--- src/rtl/regfile_mp_if.sv ---
// ----------------------------------------------------------------------------
// regfile_mp_if
// Bus bundle for the multi-port register file.
//   master : datapath / control side (drives addresses, write data, issues)
//   slave  : register file side (returns read data, busy bits, collision)
// Signals:
//   RdAddr/RdData/RdBusy   packed read ports, port k at [k*AW +: AW] / [k*DW +: DW]
//   WrEn0/WrAddr0/WrData0  write port 0
//   WrEn1/WrAddr1/WrData1  write port 1 (wins on a same-address collision)
//   IssueValid/IssueAddr   marks a destination register as pending
//   BusyVec                registered scoreboard, one bit per register
//   WrCollision            registered pulse, both ports hit one address last cycle
// ----------------------------------------------------------------------------
interface regfile_mp_if #(
   parameter int DW     = 32,
   parameter int DEPTH  = 32,
   parameter int NUM_RD = 2
);
   localparam int AW = $clog2(DEPTH);

   logic [NUM_RD*AW-1:0] RdAddr;
   logic [NUM_RD*DW-1:0] RdData;
   logic [NUM_RD-1:0]    RdBusy;
   logic                 WrEn0;
   logic [AW-1:0]        WrAddr0;
   logic [DW-1:0]        WrData0;
   logic                 WrEn1;
   logic [AW-1:0]        WrAddr1;
   logic [DW-1:0]        WrData1;
   logic                 IssueValid;
   logic [AW-1:0]        IssueAddr;
   logic [DEPTH-1:0]     BusyVec;
   logic                 WrCollision;

   modport master (
      output RdAddr, WrEn0, WrAddr0, WrData0, WrEn1, WrAddr1, WrData1,
             IssueValid, IssueAddr,
      input  RdData, RdBusy, BusyVec, WrCollision
   );

   modport slave (
      input  RdAddr, WrEn0, WrAddr0, WrData0, WrEn1, WrAddr1, WrData1,
             IssueValid, IssueAddr,
      output RdData, RdBusy, BusyVec, WrCollision
   );
endinterface

--- src/rtl/regfile_mp.sv ---
// ----------------------------------------------------------------------------
// regfile_mp
// Parametrised register file with NUM_RD combinational read ports, two write
// ports, an optional hardwired-zero register 0, a per-register busy
// scoreboard and a registered dual-write collision flag.
// Ports:
//   Clock  rising-edge clock
//   reset  asynchronous, active-low reset (clears registers, scoreboard, flag)
//   bus    regfile_mp_if.slave (read ports, write ports, issue, status)
// Optional feature:
//   REGFILE_MP_BYPASS_EN  when defined, reads forward same-cycle write data
//                         (port 1 over port 0) and report not-busy for a
//                         register being completed this cycle.
// ----------------------------------------------------------------------------
module regfile_mp #(
   parameter int DW       = 32,
   parameter int DEPTH    = 32,
   parameter int NUM_RD   = 2,
   parameter int ZERO_REG = 1
) (
   input logic         Clock,
   input logic         reset,
   regfile_mp_if.slave bus
);
   localparam int AW = $clog2(DEPTH);

   logic [DW-1:0]    regs_q [DEPTH];
   logic [DW-1:0]    regs_d [DEPTH];
   logic [DEPTH-1:0] busy_q, busy_d;
   logic             collision_q, collision_d;

   // ---------------------------------------------------------------- writes
   always_comb begin
      regs_d = regs_q;
      if (bus.WrEn0) regs_d[bus.WrAddr0] = bus.WrData0;
      // Applied after port 0 so port 1 wins a same-address collision.
      if (bus.WrEn1) regs_d[bus.WrAddr1] = bus.WrData1;
      if (ZERO_REG != 0) regs_d[0] = '0;
   end

   // ------------------------------------------------------------ scoreboard
   always_comb begin
      busy_d = busy_q;
      for (int i = 0; i < DEPTH; i++) begin
         // A new producer takes priority over one completing in the same cycle.
         if (bus.IssueValid && bus.IssueAddr == AW'(i)) begin
            busy_d[i] = 1'b1;
         end else if ((bus.WrEn0 && bus.WrAddr0 == AW'(i)) ||
                      (bus.WrEn1 && bus.WrAddr1 == AW'(i))) begin
            busy_d[i] = 1'b0;
         end
      end
      if (ZERO_REG != 0) busy_d[0] = 1'b0;
   end

   // Collision is reported even on register 0, whose write itself is dropped.
   always_comb begin
      collision_d = bus.WrEn0 && bus.WrEn1 && (bus.WrAddr0 == bus.WrAddr1);
   end

   // ------------------------------------------------------------- registers
   // NOTE: sequential state uses non-blocking assignments so every flop
   // samples the pre-edge value of its neighbours.
   always_ff @(posedge Clock or negedge reset) begin
      if (!reset) begin
         // NOTE: the whole array is reset because software relies on every
         // register reading zero after reset; this rules out a RAM macro.
         for (int i = 0; i < DEPTH; i++) regs_q[i] <= '0;
         busy_q      <= '0;
         collision_q <= 1'b0;
      end else begin
         regs_q      <= regs_d;
         busy_q      <= busy_d;
         collision_q <= collision_d;
      end
   end

   assign bus.BusyVec     = busy_q;
   assign bus.WrCollision = collision_q;

   // ------------------------------------------------------------ read ports
   logic [AW-1:0] rd_addr;
   logic [DW-1:0] rd_val;
   logic          rd_busy;

   // NOTE: every variable written here gets a default first, so no path can
   // leave one unassigned and infer a latch.
   always_comb begin
      bus.RdData = '0;
      bus.RdBusy = '0;
      rd_addr    = '0;
      rd_val     = '0;
      rd_busy    = 1'b0;
      for (int k = 0; k < NUM_RD; k++) begin
         rd_addr = bus.RdAddr[k*AW +: AW];
         rd_val  = regs_q[rd_addr];
         rd_busy = busy_q[rd_addr];
`ifdef REGFILE_MP_BYPASS_EN
         if (bus.WrEn1 && bus.WrAddr1 == rd_addr) begin
            rd_val = bus.WrData1;
         end else if (bus.WrEn0 && bus.WrAddr0 == rd_addr) begin
            rd_val = bus.WrData0;
         end
         // The forwarded write completes the producer unless a new one is
         // issued to the same register in this cycle.
         if (((bus.WrEn1 && bus.WrAddr1 == rd_addr) ||
              (bus.WrEn0 && bus.WrAddr0 == rd_addr)) &&
             !(bus.IssueValid && bus.IssueAddr == rd_addr)) begin
            rd_busy = 1'b0;
         end
`endif
         if (ZERO_REG != 0 && rd_addr == '0) rd_val = '0;
         bus.RdData[k*DW +: DW] = rd_val;
         bus.RdBusy[k]          = rd_busy;
      end
   end

endmodule

--- src/flat_wrapper.sv ---
// flat-port wrapper written by rule: the top's interface ports become plain ports
module regfile_mp_flat 
#(
   parameter int DW       = 32,
   parameter int DEPTH    = 32,
   parameter int NUM_RD   = 2,
   parameter int ZERO_REG = 1
)
  (Clock, reset, bus_RdAddr, bus_WrEn0, bus_WrAddr0, bus_WrData0, bus_WrEn1, bus_WrAddr1, bus_WrData1, bus_IssueValid, bus_IssueAddr, bus_RdData, bus_RdBusy, bus_BusyVec, bus_WrCollision);
  regfile_mp_if #(.DW(DW), .DEPTH(DEPTH), .NUM_RD(NUM_RD)) bus_i ();
  input logic Clock;
  input logic reset;
  input wire logic [$bits(bus_i.RdAddr)-1:0] bus_RdAddr;
  input wire logic [$bits(bus_i.WrEn0)-1:0] bus_WrEn0;
  input wire logic [$bits(bus_i.WrAddr0)-1:0] bus_WrAddr0;
  input wire logic [$bits(bus_i.WrData0)-1:0] bus_WrData0;
  input wire logic [$bits(bus_i.WrEn1)-1:0] bus_WrEn1;
  input wire logic [$bits(bus_i.WrAddr1)-1:0] bus_WrAddr1;
  input wire logic [$bits(bus_i.WrData1)-1:0] bus_WrData1;
  input wire logic [$bits(bus_i.IssueValid)-1:0] bus_IssueValid;
  input wire logic [$bits(bus_i.IssueAddr)-1:0] bus_IssueAddr;
  output wire logic [$bits(bus_i.RdData)-1:0] bus_RdData;
  output wire logic [$bits(bus_i.RdBusy)-1:0] bus_RdBusy;
  output wire logic [$bits(bus_i.BusyVec)-1:0] bus_BusyVec;
  output wire logic [$bits(bus_i.WrCollision)-1:0] bus_WrCollision;
  assign bus_i.RdAddr = bus_RdAddr;
  assign bus_i.WrEn0 = bus_WrEn0;
  assign bus_i.WrAddr0 = bus_WrAddr0;
  assign bus_i.WrData0 = bus_WrData0;
  assign bus_i.WrEn1 = bus_WrEn1;
  assign bus_i.WrAddr1 = bus_WrAddr1;
  assign bus_i.WrData1 = bus_WrData1;
  assign bus_i.IssueValid = bus_IssueValid;
  assign bus_i.IssueAddr = bus_IssueAddr;
  assign bus_RdData = bus_i.RdData;
  assign bus_RdBusy = bus_i.RdBusy;
  assign bus_BusyVec = bus_i.BusyVec;
  assign bus_WrCollision = bus_i.WrCollision;
  regfile_mp #(.DW(DW), .DEPTH(DEPTH), .NUM_RD(NUM_RD), .ZERO_REG(ZERO_REG)) u_core (.Clock(Clock), .reset(reset), .bus(bus_i));
endmodule
--- config.mk ---
export PLATFORM = sky130hd
export DESIGN_NAME = regfile_mp_flat
export DESIGN_NICKNAME = d
export VERILOG_FILES = /design/src/rtl/regfile_mp_if.sv /design/src/rtl/regfile_mp.sv /design/src/flat_wrapper.sv
export SDC_FILE = /design/constraint.sdc
export NUM_CORES = 2
export LEC_CHECK = 0
export BUFFER_PORTS_ARGS = -buffer_cell sky130_fd_sc_hd__buf_2
export CAP_MARGIN = 20
export CORE_ASPECT_RATIO = 1.4
export CORE_MARGIN = 2
export CORE_UTILIZATION = 30
export CTS_BUF_LIST = sky130_fd_sc_hd__clkbuf_4 sky130_fd_sc_hd__clkbuf_8
export DETAILED_ROUTE_END_ITERATION = 8
export PLACE_DENSITY_LB_ADDON = 0.15
export SYNTH_ARGS = -nofsm -noshare
export SYNTH_HDL_FRONTEND = slang
export SYNTH_SLANG_ARGS = --single-unit
--- constraint.sdc ---
create_clock -name Clock -period 2.6 [get_ports Clock]
set_clock_uncertainty 0.2 [all_clocks]
set_input_delay 0.26 -clock Clock [delete_from_list [all_inputs] [get_ports Clock]]
set_output_delay 0.26 -clock Clock [all_outputs]
set_load 0.01 [all_outputs]
Yosys cells after proc, flatten, opt, wreduce, memory -nomap -nowiden. Cells that the tools add are included.

Register bits after elaboration: 1024. Input port bits: 94. Word-level logic and storage cells: 412. Output and inout bits: 99.

Bitwise gates (word level): 4. Equal/unequal tests: 94. Reduce and logical (&&, ||, !) cells: 161. Multiplexer cells: 82. $lt $le $gt $ge: 8.

Operator list (number): 1024-bit bitwise mux (2); 1024-bit two-way mux (1); 992-bit two-way mux (1); 32-bit binary-select mux with 5-bit select (2); 32-bit demux with 5-bit select (2); 32-bit two-way mux (8); 5-bit == test, second input constant (48); 5-bit by 4-bit == test with 1-bit output, second input constant (24); 1-bit logical AND (97); 1-bit two-way mux (64); 2-bit nonzero test (31); 5-bit by 3-bit == test with 1-bit output, second input constant (12); 1-bit logical OR (31); 5-bit by 2-bit == test with 1-bit output, second input constant (6); 6-bit greater-or-equal comparator, second input constant (4); 5-bit inverter with 6-bit output (4); 5-bit by 1-bit == test with 1-bit output, second input constant (3); 5-bit by 6-bit less-than comparator with 1-bit output, second input constant (2); 6-bit by 1-bit less-than comparator with 1-bit output, second input constant (2); 1-bit binary-select mux with 5-bit select (2); 5-bit logical NOT (2); 5-bit == test (1).

Logic depth before layout (Yosys ltp).
Depth in word-level cells: 9. Mapped depth: 8. Gate-level depth less buffers: 4.

Worst setup path before layout. No wires, ideal clock.

Path type: input port to output port. Start: input port bus_RdAddr[1]. End: output port bus_RdData[10]. Stages on the path: 7. Path buffers: 3. Arrival time: 1.813 ns. Setup slack: 0.327 ns. Cell sequence: buf_2 > buf_2 > buf_1 > mux2_2 > a22oi_1 > a21oi_1 > o31a_1.

Cells in the longest elaborated chain, start to end: 5. Elaborated cells between the ends (all ways): 6. Those cells by class: mux (4); bitwise (1); reduce/logical (1).

RTL lines: start, declared (RTL line flat_wrapper.sv:13) `input wire logic [$bits(bus_i.RdAddr)-1:0] bus_RdAddr;`; 5-bit inverter with 6-bit output (not written as such) (RTL line regfile_mp.sv:96) `rd_val = regs_q[rd_addr];`; 32-bit binary-select mux with 5-bit select (RTL line regfile_mp.sv:96); 32-bit two-way mux (not written as such) (2 in series) (RTL line regfile_mp.sv:96); 32-bit two-way mux (*) (RTL line regfile_mp.sv:112) `if (ZERO_REG != 0 && rd_addr == '0) rd_val = '0;`; end, declared (RTL line flat_wrapper.sv:22) `output wire logic [$bits(bus_i.RdData)-1:0] bus_RdData;`.

Every way passes the cells marked *; elsewhere a longest branch is shown, timed or not. The select of a mux whose other input is x is not followed.

Worst setup path after layout.
Start: register u_core.busy_q[28] (netlist: u_core.bus.BusyVec[28]). End: output port bus_RdBusy[1].

Cells in the longest elaborated chain, start to end: 2.

RTL lines: start, declared (RTL line regfile_mp.sv:29) `logic [DEPTH-1:0] busy_q, busy_d;`; start signal, assigned (RTL line regfile_mp.sv:73) `busy_q <= busy_d;`; 1-bit binary-select mux with 5-bit select (RTL line regfile_mp.sv:97) `rd_busy = busy_q[rd_addr];`; 1-bit two-way mux (not written as such) (RTL line regfile_mp.sv:97); end, declared (RTL line flat_wrapper.sv:23) `output wire logic [$bits(bus_i.RdBusy)-1:0] bus_RdBusy;`.

No other way between the ends. The select of a mux whose other input is x is not followed.

==> results.sh <==
export IMPL_slew_viol_final=0
export IMPL_slew_headroom=0.368
export IMPL_whs_path_depth=5
export IMPL_p_int_w=0.0390
export IMPL_synthArstFlopShare=1.00
export IMPL_avgSynthCellArea_um2=10.5
export IMPL_via_per_inst=5.81
export IMPL_r2r_cells=5
export IMPL_ctsHtreeMaxLevel=4
export IMPL_drv_cap=0
export IMPL_ys_flop_type="dfrtp_1"
export IMPL_first_pass_iters=6
export IMPL_power_density_nw_per_um2=740
export IMPL_cp_required_ns=2.14
export IMPL_yosysUniqueCellTypes=55
export IMPL_cts_buffers=192
export IMPL_min_path_type="in2reg"
export IMPL_grt_max_degree=102
export IMPL_dpl_hpwl_um=207000
export IMPL_die_y_um=547
export IMPL_finalNonFillerCells=9325
export IMPL_num_rows=199
export IMPL_io_pins=193
export IMPL_seq_area_frac_synth=0.406
export IMPL_peakVddDrop_v=0.000408
export IMPL_drc_errors=0
export IMPL_syn_nets=6092
export IMPL_endpoint_kind="output pin"
export IMPL_p_seq_frac=0.410
export IMPL_dp_slack_ns=-0.433
export IMPL_grt_pass1_wl_um=441000
export IMPL_wl_per_cell_um=34.1
export IMPL_finish_utilization=0.375
export IMPL_setup_viol=66
export IMPL_worst_slack_ns=-0.605
export IMPL_dr_first_iter_drc_count=5971
export IMPL_p_switching_w=0.0192
export IMPL_fmax_mhz=312
export IMPL_hold_violations=0
export IMPL_drive_above_1_share=0.286
export IMPL_finalNetCount=6458
export IMPL_antenna_found_initial=24
export IMPL_clkPwrFrac=0.303
export IMPL_status="finished with violations"
export IMPL_switching_share=0.330
export IMPL_clockRootBuffer="clkbuf_8"
export IMPL_fp_dieW_um=392
export IMPL_cts_clk_slew_worst_paths_ns=0.06
export IMPL_worstPathMaxFanout=4
export IMPL_r2r_start="u_core.regs_q[676]"
export IMPL_ys_seq_elements=1024
export IMPL_vias=54200
export IMPL_period_minus_slack_ns=3.21
export IMPL_finalCritPeriodShare=1.23
export IMPL_critPathLaunchType="register"
export IMPL_yosys_warnings=0
export IMPL_first_global_vias=53300
export IMPL_placed_cells=8794
export IMPL_timing_rr_end="u_core.regs_q[676]"
export IMPL_clk_latency_ns=0.97
export IMPL_min_from="bus_WrAddr0[1]"
export IMPL_area_growth_pct=24.4
export IMPL_dieArea_um2=214000
export IMPL_synth_edf_count=0
export IMPL_final_antenna_net_count=0
export IMPL_r2r_setup_slack_ns=0.89
export IMPL_grt_overflow=0
export IMPL_power_w=0.0582
export IMPL_start_util=0.301
export IMPL_critPathArrivalTime_ns=2.75
export IMPL_wirelength_um=318000
export IMPL_fill_cells=20800
export IMPL_cts_sinks=1024
export IMPL_cts_tree="done"
export IMPL_gp_congestion=0.880
export IMPL_clockBufferDepth=4
export IMPL_numPortBuffers=191
export IMPL_violations="negative setup slack"
export IMPL_setup_worst_path_class="reg2out"
export IMPL_synthCells=5998
export IMPL_p_leak_nw=34.9
export IMPL_min_to="u_core.regs_q[107]"
export IMPL_track_usage=0.291
export IMPL_synthesis_area_um2=63200
export IMPL_design_core_area_um2=210000
export IMPL_worst_slew_pin_slew_ns=0.948
export IMPL_crit_start="u_core.bus.BusyVec[28]"
export IMPL_p_comb_frac=0.287
export IMPL_rsz0062_at_grt="yes"
==> final cells by class <==
| type | count | area, µm² | share of cell area |
|---|---|---|---|
| clock inverters | 23 | 226 | 0.00288 |
| repair buffers | 896 | 9290 | 0.118 |
| flip-flops and latches | 1024 | 25600 | 0.326 |
| diodes | 11 | 27.5 | 0.000350 |
| inverters | 9 | 33.8 | 0.000430 |
| clock buffers | 307 | 3890 | 0.0495 |
| multi-input cells | 4241 | 36000 | 0.458 |
| well taps | 2814 | 3520 | 0.0448 |
==> critical path, cell delays in order, from the launching register on <==
cell and delay (ns):
dfrtp_2 0.44, mux4_2 0.47, mux2i_1 0.18, nor3b_1 0.09, or4_4 0.45, buf_6 0.14
==> cell usage in the layout (no fill, tap or decap), drive strengths merged, types with 18 or more instances in the layout <==
cell type    instances
o31a                31
nand2              352
a22oi               96
o22ai              128
a221o               30
mux4               430
mux2                65
mux2i             1061
dfrtp             1024
a22o                30
buf                773
a32o                18
a211oi              35
dlygate4sd3        123
clkbuf             307
nor2b               45
nor2               759
o21ai              303
a21oi              764
==> power groups by stage <==
stage	Sequential [W]	Clock [W]	Combinational (W)
3_3_place_gp	0.0238	0	0.0147
3_5_place_dp	0.0240	0	0.0150
6_report	0.0239	0.0176	0.0167
2_1_floorplan	0.0226	0	0.0103
4_1_cts	0.0237	0.0179	0.0162
5_1_grt	0.0243	0.0185	0.0179
==> registers in the layout (all words and copies together), names as in the netlist <==
| register | flops |
|---|---|
| u_core.bus.BusyVec | 31 |
| u_core.regs_q | 992 |
| u_core.bus.WrCollision | 1 |
==> layer usage <==
layer / routed length (µm) / global-route usage
met5: 77 / 0
met3: 24000 / 0.0522
met1: 133000 / 0.391
met2: 146000 / 0.456
met4: 15100 / 0.126
==> cells in the mapped netlist, types with 5 or more instances <==
cell type,count,area (µm²)
mux2i_1,1061,10600
dfrtp_1,1024,25600
a21oi_1,764,3820
nor2_1,747,2800
clkbuf_1,466,1750
mux4_2,430,9680
nand2_1,352,1320
o21ai_0,256,1280
buf_2,143,716
o22ai_1,128,801
a22oi_1,96,721
buf_4,68,510
mux2_2,65,732
o21ai_1,47,235
nor2b_1,45,282
buf_1,44,165
a211oi_1,35,263
o31a_1,31,272
a221o_1,30,300
a22o_1,30,263
a32o_1,18,180
and2_1,12,75.1
nor2_2,12,75.1
nand3_1,10,50.1
inv_1,9,33.8
nand2b_1,8,50.1
nand4_1,6,37.5
nand4b_1,6,52.6
nor3b_1,5,37.5
or3_1,5,31.3
xnor2_1,5,43.8
==> through the flow <==
stage	setup TNS (ns)	instance area [µm²]	hold slack, ns
after floorplan	0	63200	-0.236
after global placement	-11.06	71300	-0.0338
after detailed placement	-9.24	71300	-0.0315
after CTS	-31.49	78000	0.00313
after global routing	-31.25	78600	0.0636
final	-27.33	78600	0.0567
==> worst max-delay path by stage <==
stage | end | slack [ns] | cells after the start
finish | bus_RdBusy[1] | -0.61 | 5
global route | bus_RdBusy[1] | -0.66 | 5
CTS | bus_RdBusy[1] | -0.65 | 5
detailed placement | bus_RdData[58] | -0.43 | 8
global placement | bus_RdData[39] | -0.88 | 9
floorplan | bus_RdData[10] | 0.33 | 7
==> cell families (layout without fill, tap and decap cells) <==
family,count (synthesis),in the layout,synth area share
other cells,1,12,0.0000594
flops,1024,1024,0.406
compound gates,1445,1445,0.130
mux,1556,1556,0.333
buf+inv,733,1235,0.0507
simple gates,1234,1234,0.0798
xor+xnor,5,5,0.000693
==> timing repair <==
| item | in CTS | in global routing |
|---|---|---|
| hold endpoints to repair | 2048 | 0 |
| pin swaps | 110 | 74 |
| setup buffers | 70 | 36 |
| gates resized for setup | 206 | 95 |
| endpoints found under the setup margin | 66 | 66 |
| hold buffers | 124 | 0 |
Power figures use the tool's default switching activity.
